File: src/rtl/regfile_wb_arbiter.sv
// rtl/regfile_wb_arbiter.sv - round-robin write-back arbiter for the register file write port
module wb_fifo #(
    parameter int D_WIDTH = 32,
    parameter int A_WIDTH = 5,
    parameter int DEPTH   = 2
) (
    input  logic               clk,
    input  logic               rst_n,
    input  logic               push_valid,
    output logic               push_ready,
    input  logic [A_WIDTH-1:0] push_rd,
    input  logic [D_WIDTH-1:0] push_data,
    input  logic               pop,
    output logic               nonempty,
    output logic [A_WIDTH-1:0] head_rd,
    output logic [D_WIDTH-1:0] head_data,
    input  logic [A_WIDTH-1:0] q_addr,
    output logic               q_hit
);
    localparam int PW = $clog2(DEPTH);

    logic [A_WIDTH-1:0] rd_mem   [DEPTH];
    logic [D_WIDTH-1:0] data_mem [DEPTH];
    logic [PW:0]        wptr;
    logic [PW:0]        rptr;
    logic [PW:0]        count;
    logic               full;
    logic               push_ok;
    logic [PW-1:0]      off;

    assign count      = wptr - rptr;
    assign full       = count[PW];
    assign nonempty   = (count != '0);
    assign push_ready = !full && rst_n;
    // x0 writes complete the handshake but are dropped here
    assign push_ok    = push_valid && push_ready && (push_rd != '0);
    assign head_rd    = rd_mem[rptr[PW-1:0]];
    assign head_data  = data_mem[rptr[PW-1:0]];

    always_ff @(posedge clk) begin
        if (!rst_n) begin
            wptr <= '0;
            rptr <= '0;
        end else begin
            if (push_ok) wptr <= wptr + 1'b1;
            if (pop)     rptr <= rptr + 1'b1;
        end
    end

    always_ff @(posedge clk) begin
        if (push_ok) begin
            rd_mem[wptr[PW-1:0]]   <= push_rd;
            data_mem[wptr[PW-1:0]] <= push_data;
        end
    end

    // a slot is live when its distance from the read pointer is below the fill count
    always_comb begin
        q_hit = 1'b0;
        off   = '0;
        for (int i = 0; i < DEPTH; i++) begin
            off = PW'(i) - rptr[PW-1:0];
            if (({1'b0, off} < count) && (rd_mem[i] == q_addr)) q_hit = 1'b1;
        end
    end
endmodule

module regfile_wb_arbiter #(
    parameter int D_WIDTH = 32,
    parameter int A_WIDTH = 5,
    parameter int DEPTH   = 2
) (
    input  logic               clk,
    input  logic               rst_n,
    input  logic               alu_valid,
    output logic               alu_ready,
    input  logic [A_WIDTH-1:0] alu_rd,
    input  logic [D_WIDTH-1:0] alu_data,
    input  logic               ld_valid,
    output logic               ld_ready,
    input  logic [A_WIDTH-1:0] ld_rd,
    input  logic [D_WIDTH-1:0] ld_data,
    output logic               we,
    output logic [A_WIDTH-1:0] wa,
    output logic [D_WIDTH-1:0] wd,
    input  logic [A_WIDTH-1:0] q_addr,
    output logic               q_pending
);
    typedef enum logic {GRANT_ALU = 1'b0, GRANT_LD = 1'b1} grant_t;

    grant_t             last_grant;
    logic               alu_ne, ld_ne;
    logic               alu_hit, ld_hit;
    logic               grant_alu, grant_ld;
    logic [A_WIDTH-1:0] alu_head_rd, ld_head_rd;
    logic [D_WIDTH-1:0] alu_head_data, ld_head_data;

    wb_fifo #(.D_WIDTH(D_WIDTH), .A_WIDTH(A_WIDTH), .DEPTH(DEPTH)) u_alu_fifo (
        .clk(clk), .rst_n(rst_n),
        .push_valid(alu_valid), .push_ready(alu_ready),
        .push_rd(alu_rd), .push_data(alu_data),
        .pop(grant_alu), .nonempty(alu_ne),
        .head_rd(alu_head_rd), .head_data(alu_head_data),
        .q_addr(q_addr), .q_hit(alu_hit)
    );

    wb_fifo #(.D_WIDTH(D_WIDTH), .A_WIDTH(A_WIDTH), .DEPTH(DEPTH)) u_ld_fifo (
        .clk(clk), .rst_n(rst_n),
        .push_valid(ld_valid), .push_ready(ld_ready),
        .push_rd(ld_rd), .push_data(ld_data),
        .pop(grant_ld), .nonempty(ld_ne),
        .head_rd(ld_head_rd), .head_data(ld_head_data),
        .q_addr(q_addr), .q_hit(ld_hit)
    );

    // on a tie the source not served last time wins
    assign grant_alu = alu_ne && (!ld_ne || (last_grant == GRANT_LD));
    assign grant_ld  = ld_ne && !grant_alu;

    always_ff @(posedge clk) begin
        if (!rst_n) begin
            we         <= 1'b0;
            wa         <= '0;
            wd         <= '0;
            last_grant <= GRANT_LD;
        end else if (grant_alu) begin
            we         <= 1'b1;
            wa         <= alu_head_rd;
            wd         <= alu_head_data;
            last_grant <= GRANT_ALU;
        end else if (grant_ld) begin
            we         <= 1'b1;
            wa         <= ld_head_rd;
            wd         <= ld_head_data;
            last_grant <= GRANT_LD;
        end else begin
            we         <= 1'b0;
        end
    end

    assign q_pending = (q_addr != '0) && (alu_hit || ld_hit || (we && (wa == q_addr)));
endmodule

File: config.mk
export PLATFORM = sky130hd
export DESIGN_NAME = regfile_wb_arbiter
export DESIGN_NICKNAME = d
export VERILOG_FILES = /design/src/rtl/regfile_wb_arbiter.sv
export SDC_FILE = /design/constraint.sdc
export NUM_CORES = 1
export LEC_CHECK = 0
export CAP_MARGIN = 15
export CORE_AREA = 10 10 188 190
export CTS_BUF_LIST = sky130_fd_sc_hd__clkbuf_4 sky130_fd_sc_hd__clkbuf_8 sky130_fd_sc_hd__clkbuf_16
export DETAILED_ROUTE_END_ITERATION = 16
export DIE_AREA = 0 0 198 200
export PLACE_DENSITY = 0.4
export RECOVER_POWER = 50
export SLEW_MARGIN = 5
export SYNTH_ARGS = -nofsm -noshare
export SYNTH_HDL_FRONTEND = slang
export SYNTH_HIERARCHICAL = 1
export SYNTH_SLANG_ARGS = --single-unit
File: constraint.sdc
create_clock -name clk -period 8.2 [get_ports clk]
set_clock_uncertainty 0.2 [all_clocks]
set_input_delay 1.64 -clock clk [delete_from_list [all_inputs] [get_ports clk]]
set_output_delay 1.64 -clock clk [all_outputs]
set_load 0.01 [all_outputs]
==> impl_metrics.json, run 1 <==
{
  "rows": 65,
  "final_cells": 1047,
  "synth-warning-count": 6,
  "cp.required_ns": 6.36,
  "cts_hold_buffers": 0,
  "clock_path_buffers": 2,
  "rsz0062_at_grt": "no",
  "n_antenna_cell": 0,
  "gr-total-overflow": 0,
  "leakagePower_nw": 3.52,
  "pin_count": 124,
  "path_class": "input pin to output pin",
  "clock_latency_ns": 0.44,
  "final_net_count": 721,
  "total_power_mw": 3.45,
  "drive_gt1_frac": 0.188,
  "hold-worst-slack_ns": 0.247,
  "cts_setup_buffers": 0,
  "ys_seq_area_frac": 0.693,
  "finalHoldViolCount": 0,
  "routed_wl_um": 20400,
  "ir_worst_vdd_uv": 275,
  "synthArstFlopShare": 0,
  "area_growth_pct": 28.8,
  "clkTransAtPathRegs_ns": 0.08,
  "core_um2": 31400,
  "period_share": 0.688,
  "startpoint_type": "input pin",
  "htree_levels": 4,
  "gp_congestion": 0.743,
  "fillerInstances": 3132,
  "synthTopCellsByArea": "edfxtp_1 (57%), dfxtp_1 (13%), mux2_2 (11%)",
  "synth.cell_area_um2": 7830,
  "dieArea_um2": 39600,
  "fin_crit_ns": 5.64,
  "cts_sinks": 197,
  "via_count": 4410,
  "synth_ff_type": "edfxtp_1",
  "die_y_um": 200,
  "fmax_mhz": 177,
  "yosysTopAreaCell": "edfxtp_1",
  "grt_max_degree": 40,
  "fin_tns_setup_ns": 0,
  "hold_path.class": "flip-flop to flip-flop",
  "die_w_um": 198,
  "port_buffers": 123,
  "drv_slew": 55,
  "cts_resized": 0,
  "synth_most_common_cell": "edfxtp_1",
  "place_inst": 1015,
  "slew-limit-headroom": -1.29,
  "setup_viol": 0,
  "arrival_ns": 3.80,
  "synthTopCellsByCount": "edfxtp_1 (148), mux2_2 (74), dfxtp_1 (49)",
  "drt_first_pass_iters": 4,
  "synthDominantCellAreaShare": 0.568,
  "drv_cap": 2,
  "cts-buffers-inserted": 17,
  "syn_nets": 591,
  "status": "complete, but fails checks",
  "yosysUniqueCellTypes": 34,
  "synth_edf_count": 148,
  "path_max_fanout": 6,
  "clockRootBuffer": "clkbuf_16",
  "routed_via_density": 4.21,
  "place_hpwl_um": 13100,
  "antenna_found_initial": 1,
  "avgSynthCellArea_um2": 15.6,
  "powerDensity_nw_per_um2": 342,
  "end_kind": "output pin",
  "drtIter0Drc": 220,
  "cts_tree": "yes",
  "antenna_left": 0,
  "synth-seq-cells": 197,
  "worstMarginPinSlew_ns": 3.44,
  "grt_pass1_vias": 4924,
  "grt_pass1_wl_um": 30300,
  "initial_core_util": 0.249,
  "gr-usage-all-layers": 0.105,
  "violations": "capacitance limit, slew limit",
  "drc": 0,
  "wire_per_inst_um": 19.5,
  "postSynthCellCount": 502
}
-- kinds of logic (layout without fill, tap and decap cells) --
family | count (synthesis) | in the layout | synth area share
mux | 113 | 113 | 0.156
buf+inv | 29 | 172 | 0.0213
fa+ha+maj | 6 | 6 | 0.00959
simple gates | 74 | 74 | 0.0480
xor+xnor | 31 | 31 | 0.0347
compound gates | 52 | 52 | 0.0369
flops | 197 | 197 | 0.693
-- worst paths after layout --
check | depth (start not counted) | slack, ns | start | end
max | 7 | 2.56 | q_addr[1] | q_pending
min | 2 | 0.25 | wd[3]$_SDFFE_PN0P_ | wd[3]$_SDFFE_PN0P_
max reg2reg | 11 | 3.34 | u_ld_fifo/wptr[0]$_SDFFE_PN0P_ | u_alu_fifo/rptr[0]$_SDFFE_PN0P_
min reg2reg | 2 | 0.25 | wd[3]$_SDFFE_PN0P_ | wd[3]$_SDFFE_PN0P_
-- report_power, final --
group,switching [mW],total (mW),internal [mW],leakage (nW)
sequential,0.0908,1.36,1.27,1.76
clock,0.411,0.855,0.444,0.297
combinational,0.653,1.23,0.576,1.47
-- critical path, stage by stage --
cell and delay [ns]:
clkdlybuf4s50_1 0.68, xnor2_1 0.17, nand4_1 0.11, o32ai_1 0.35
a311oi_1 0.10, a21oi_1 0.17, clkdlybuf4s50_1 0.56
-- flip-flops by register name, summed over array words and instances (netlist names), named ones only --
name,count
wd,32
u_ld_fifo/rd_mem,10
u_ld_fifo/rptr,2
u_alu_fifo/data_mem,64
u_alu_fifo/rd_mem,10
wa,5
u_ld_fifo/data_mem,64
u_alu_fifo/rptr,2
we,1
u_ld_fifo/wptr,2
last_grant,1
u_alu_fifo/wptr,2
-- through the flow --
step	cell area [um^2]	worst slack [ns]	util
floorplan	7830	3.97	-
global placement	9500	2.68	0.303
detailed placement	9500	2.51	0.303
CTS	10100	2.52	0.322
global route	10100	2.42	0.321
finish	10100	2.56	0.321
-- layout make-up --
class / instances / area (um^2) / share of cell area
Sequential cell: 197 / 5430 / 0.538
Multi-Input combinational cell: 276 / 2230 / 0.221
Timing Repair Buffer: 130 / 1280 / 0.127
Tap cell: 402 / 503 / 0.0499
Clock buffer: 18 / 439 / 0.0436
Clock inverter: 14 / 165 / 0.0164
Inverter: 10 / 37.5 / 0.00372
-- layer usage --
layer	track usage	up-vias	share of wire
met5	0	-	0
met4	0.0347	0	0.012
met3	0.0306	17	0.049
met2	0.170	112	0.48
met1	0.132	2167	0.46
li1	-	2114	-
-- placed cells by master (no fill, tap or decap), types with 8 or more instances in the layout --
master / count
clkbuf_16: 17
clkdlybuf4s50_1: 15
dfxtp_1: 47
dlygate4sd3_1: 108
edfxtp_1: 148
inv_1: 8
mux2_2: 74
mux2i_1: 39
nand2_1: 43
o21ai_1: 38
xnor2_1: 23
xor2_1: 8
(Power assumes the default switching activity.)
==> run 2, diff against run 1 <==
==> constraint.sdc (replaced) <==
create_clock -name clk -period 5.6 [get_ports clk]
set_clock_uncertainty 0.2 [all_clocks]
set_input_delay 1.12 -clock clk [delete_from_list [all_inputs] [get_ports clk]]
set_output_delay 1.12 -clock clk [all_outputs]
set_load 0.01 [all_outputs]
==> run 2 against run 1 <==
  * The flow still finishes with violations (capacitance limit, slew limit)
  * Clock power is 38% higher
  * Power is 43% higher
  * Hold slack hardly changed
  * First-iteration DRC count down 27%
  * Setup slack got worse by 1.5 ns
  * Sequential share of layout area is 0.15 points higher
  * Non-clock buffer count is the same
  * Critical path type unchanged
  * Critical endpoint unchanged
==> impl_metrics.json, run 2 (synthesis results as in run 1) <==
{
  "dieArea_um2": 39600,
  "cts_setup_buffers": 0,
  "crit_buf_inv": 2,
  "drc": 0,
  "crit_slowest_cell": "clkdlybuf4s50_1",
  "hold-worst-slack_ns": 0.247,
  "ir_worst_vdd_uv": 174,
  "finalInstanceArea_um2": 10100,
  "port_buffers": 123,
  "fin_tns_setup_ns": 0,
  "crit_chain": "clkdlybuf4s50_1, xnor2_1, nand4_1, o32ai_1, a311oi_1, a21oi_1, clkdlybuf4s50_1",
  "fin_crit_ns": 4.52,
  "violations": "capacitance limit, slew limit",
  "routed_via_density": 4.22,
  "path_class": "input pin to output pin",
  "area_growth_pct": 28.5,
  "multi_input_area_um2": 2230,
  "via_count": 4423,
  "gr-total-overflow": 0,
  "gp_congestion": 0.796,
  "finalHoldViolCount": 0,
  "arrival_ns": 3.20,
  "die_y_um": 200,
  "dp_slack_ns": 1.07,
  "cts-buffers-inserted": 17,
  "fillerInstances": 3120,
  "hold_path.class": "flip-flop to flip-flop",
  "final_net_count": 721,
  "clkTransAtPathRegs_ns": 0.08,
  "clock_path_buffers": 2,
  "htree_levels": 4,
  "cts_sinks": 197,
  "crit_family": "buffers and inverters",
  "powerDensity_nw_per_um2": 489,
  "startpoint_type": "input pin",
  "critPathMaxStageDelay_ns": 0.68,
  "fmax_mhz": 221,
  "gr-usage-all-layers": 0.105,
  "worstMarginPinSlew_ns": 2.83,
  "core_um2": 31400,
  "final_cell_mix": "edfxtp_1 (148), dlygate4sd3_1 (113), mux2_2 (74), dfxtp_1 (47), nand2_1 (43)",
  "period_share": 0.808,
  "die_w_um": 198,
  "total_power_mw": 4.91,
  "leakagePower_nw": 3.51,
  "cts_tree": "yes",
  "end_kind": "output pin",
  "drv_cap": 1,
  "rows": 65,
  "place_hpwl_um": 13500,
  "initial_core_util": 0.249,
  "clockRootBuffer": "clkbuf_16",
  "wire_per_inst_um": 19.3,
  "clock_latency_ns": 0.43,
  "antenna_left": 0,
  "path_max_fanout": 6,
  "crit_top_cell": "clkdlybuf4s50_1",
  "setup_viol": 0,
  "drt_first_pass_iters": 5,
  "cts_hold_buffers": 0,
  "final_common_cell": "edfxtp_1",
  "cp.required_ns": 4.28,
  "setup_ws_ns": 1.08,
  "layout.area.seq_um2": 5430,
  "slew-limit-headroom": -0.903,
  "grt_max_degree": 38,
  "drive_gt1_frac": 0.189,
  "routed_wl_um": 20200,
  "antenna_found_initial": 1,
  "grt_pass1_vias": 4949,
  "cts_resized": 0,
  "drtIter0Drc": 161,
  "drv_slew": 19,
  "rsz0062_at_grt": "no",
  "place_area_um2": 9510,
  "status": "complete, but fails checks",
  "grt_pass1_wl_um": 30600,
  "pin_count": 124
}
-- run 2: cell count changes in the layout (fill, tap and decap cells not counted), sizes merged --
| cell | change |
|---|---|
| diode | +1 |
| clkinv | -4 |
| inv | +1 |
| dlygate4sd3 | +5 |
| buf | +1 |
| clkdlybuf4s50 | -5 |
| clkinvlp | +3 |
| bufinv | -1 |
-- run 2: worst reg2reg max path, stage by stage, from the launching register on --
cell and delay [ns]:
dfxtp_1 0.40, inv_1 0.09, ha_1 0.20, inv_1 0.05, ha_1 0.28, nand2b_1 0.27
o21ai_0 2.14, buf_4 0.58, o21ai_1 0.13
-- run 2: worst paths after layout --
path / to / from / cells after the start / slack, ns
max: q_pending / q_addr[1] / 7 / 1.08
min: wd[31]$_SDFFE_PN0P_ / wd[31]$_SDFFE_PN0P_ / 2 / 0.25
max reg2reg: wd[10]$_SDFFE_PN0P_ / u_ld_fifo/wptr[0]$_SDFFE_PN0P_ / 8 / 1.13
min reg2reg: wd[31]$_SDFFE_PN0P_ / wd[31]$_SDFFE_PN0P_ / 2 / 0.25
-- run 2: per-stage QoR --
step	util	cells
after floorplan	-	502
after global placement	0.303	1015
after detailed placement	0.303	1015
after CTS	0.321	1047
after global routing	0.320	1047
final	0.320	1048
-- run 2: cell type report --
type	instances	area share
diodes	1	0.000249
clock buffers	19	0.0444
clock inverters	13	0.0111
inverters	10	0.00373
multi-input cells	276	0.222
flip-flops and latches	197	0.540
well taps	402	0.0500
repair buffers	130	0.129
-- run 2: where the power goes --
group	switching (mW)	leakage (nW)	internal [mW]
sequential	0.156	1.76	1.86
combinational	0.938	1.49	0.776
clock	0.576	0.271	0.602
total	1.67	3.51	3.24
-- run 2: routing by layer --
layer | vias up | wire (um) | global-route usage
met5 | - | 0 | 0
met4 | 0 | 240 | 0.0322
met3 | 16 | 1080 | 0.0333
met2 | 101 | 9640 | 0.172
met1 | 2184 | 9270 | 0.129
li1 | 2122 | - | -
==> run 3, diff against run 2 <==
==> constraint.sdc (replaced) <==
create_clock -name clk -period 4.2 [get_ports clk]
set_clock_uncertainty 0.2 [all_clocks]
set_input_delay 0.84 -clock clk [delete_from_list [all_inputs] [get_ports clk]]
set_output_delay 0.84 -clock clk [all_outputs]
set_load 0.01 [all_outputs]
==> run 3 against run 2 <==
  * The run now ends clean
  * Non-clock buffer count grew 2
  * Final cell count grew 0.19%
  * Setup slack lost 0.86 ns
==> impl_metrics.json, run 3 (synthesis results as in run 1) <==
{
  "dieArea_um2": 39600,
  "clock_path_buffers": 2,
  "p_switching_mw": 2.26,
  "final_common_cell": "edfxtp_1",
  "via_count": 4554,
  "crit_family": "buffers and inverters",
  "critPathMaxStageDelay_ns": 0.69,
  "crit_buf_inv": 2,
  "gr-total-overflow": 0,
  "period_share": 0.949,
  "antenna_found_initial": 1,
  "drt_first_pass_iters": 4,
  "core_um2": 31400,
  "path_class": "input pin to output pin",
  "finalHoldViolCount": 0,
  "p_int_mw": 4.38,
  "clockRootBuffer": "clkbuf_16",
  "final_net_count": 723,
  "arrival_ns": 2.95,
  "die_w_um": 198,
  "powerDensity_nw_per_um2": 657,
  "cts_sinks": 197,
  "drv_cap": 0,
  "area_growth_pct": 29.1,
  "setup_viol": 0,
  "rows": 65,
  "power.share.switching": 0.341,
  "initial_core_util": 0.249,
  "clkTransAtPathRegs_ns": 0.07,
  "ir_worst_vdd_uv": 319,
  "grt_max_degree": 38,
  "grt_pass1_vias": 5027,
  "routed_wl_um": 20700,
  "drtIter0Drc": 195,
  "grt_pass1_wl_um": 30800,
  "routed_via_density": 4.34,
  "cp.required_ns": 3.16,
  "cts_resized": 0,
  "worstMarginPinSlew_ns": 1.20,
  "fin_crit_ns": 3.99,
  "combPwrFrac": 0.350,
  "r2r-start": "u_alu_fifo/wptr[0]$_SDFFE_PN0P_",
  "final_cell_mix": "edfxtp_1 (148), dlygate4sd3_1 (112), mux2_2 (74), dfxtp_1 (47), nand2_1 (43)",
  "crit_slowest_cell": "clkdlybuf4s50_1",
  "status": "completed",
  "drive_gt1_frac": 0.192,
  "clock_latency_ns": 0.44,
  "crit_top_cell": "clkdlybuf4s50_1",
  "cts_tree": "yes",
  "clock_power_share": 0.244,
  "rsz0062_at_grt": "no",
  "hold_path.class": "flip-flop to flip-flop",
  "antenna_left": 0,
  "gp_congestion": 0.788,
  "wire_per_inst_um": 19.7,
  "drc": 0,
  "crit_start": "q_addr[1]",
  "startpoint_type": "input pin",
  "end_kind": "output pin",
  "crit_chain": "clkdlybuf4s50_1, xnor2_1, nand4_1, o32ai_1, a311oi_1, a21oi_1, clkdlybuf4s50_1",
  "slew-limit-headroom": 0.197,
  "die_y_um": 200,
  "gr-usage-all-layers": 0.106,
  "fin_tns_setup_ns": 0,
  "hp-start": "wd[8]$_SDFFE_PN0P_",
  "port_buffers": 123,
  "cts_hold_buffers": 0,
  "cts_setup_buffers": 0,
  "drv_slew": 0,
  "cts-buffers-inserted": 17,
  "power_frac_seq": 0.406,
  "fmax_mhz": 251,
  "pin_count": 124,
  "place_hpwl_um": 13500,
  "leakagePower_nw": 3.54,
  "htree_levels": 4,
  "path_max_fanout": 6,
  "total_power_mw": 6.64
}
-- run 3: cell count changes in the layout (fill, tap and decap cells not counted), sizes merged --
cell,change
clkdlybuf4s50,+1
bufinv,+1
inv,-1
clkinv,+3
buf,+2
clkinvlp,-1
dlygate4sd3,-1
clkbuf,-2
-- run 3: worst paths after layout --
kind / cells after the start / to / slack, ns
worst max-delay path: 7 / q_pending / 0.21
worst min-delay path: 2 / wd[8]$_SDFFE_PN0P_ / 0.25
worst max register to register: 8 / u_alu_fifo/data_mem[1][6]$_DFFE_PP_ / 0.93
worst min register to register: 2 / wd[8]$_SDFFE_PN0P_ / 0.25
-- run 3: final cells by class --
class                      instances  area, um^2
tap                              402         503
antenna                            1        2.50
multi-input combinational        276        2240
inverter                          10        37.5
clock buffer                      17         425
fill                            3127       21300
clock inverter                    15         144
timing repair buffer             132        1320
sequential                       197        5430
-- run 3: layer usage --
layer	up-vias	routed length (um)	global-route usage
met5	-	0	0
met4	0	320	0.0364
met3	23	1170	0.0357
met2	112	10000	0.177
met1	2292	9180	0.126
li1	2127	-	-
-- run 3: worst min-delay path: cells and delay by family, from the launching register on --
family | cells | cell delay, ns
AO/OA/AOI/OAI | 1 | 0.05
flip-flops | 1 | 0.31
AND/OR/NAND/NOR | 1 | 0.05
-- run 3: power by group through the flow --
stage | Clock [mW] | Sequential, mW | Combinational [mW]
floorplan | 0 | 2.70 | 1.58
global placement | 0 | 2.75 | 2.45
CTS | 1.69 | 2.72 | 2.47
detailed placement | 0 | 2.76 | 2.47
global route | 1.76 | 2.75 | 2.56
finish | 1.62 | 2.70 | 2.33
-- run 3: per-stage QoR --
stage,instance area (um^2),setup WS [ns],hold slack [ns],cells,util
floorplan,7830,1.44,0.238,502,-
global placement,9540,0.279,0.239,1017,0.304
detailed placement,9540,0.217,0.242,1017,0.304
CTS,10100,0.204,0.259,1049,0.322
global route,10100,0.0613,0.275,1049,0.322
finish,10100,0.212,0.249,1050,0.322
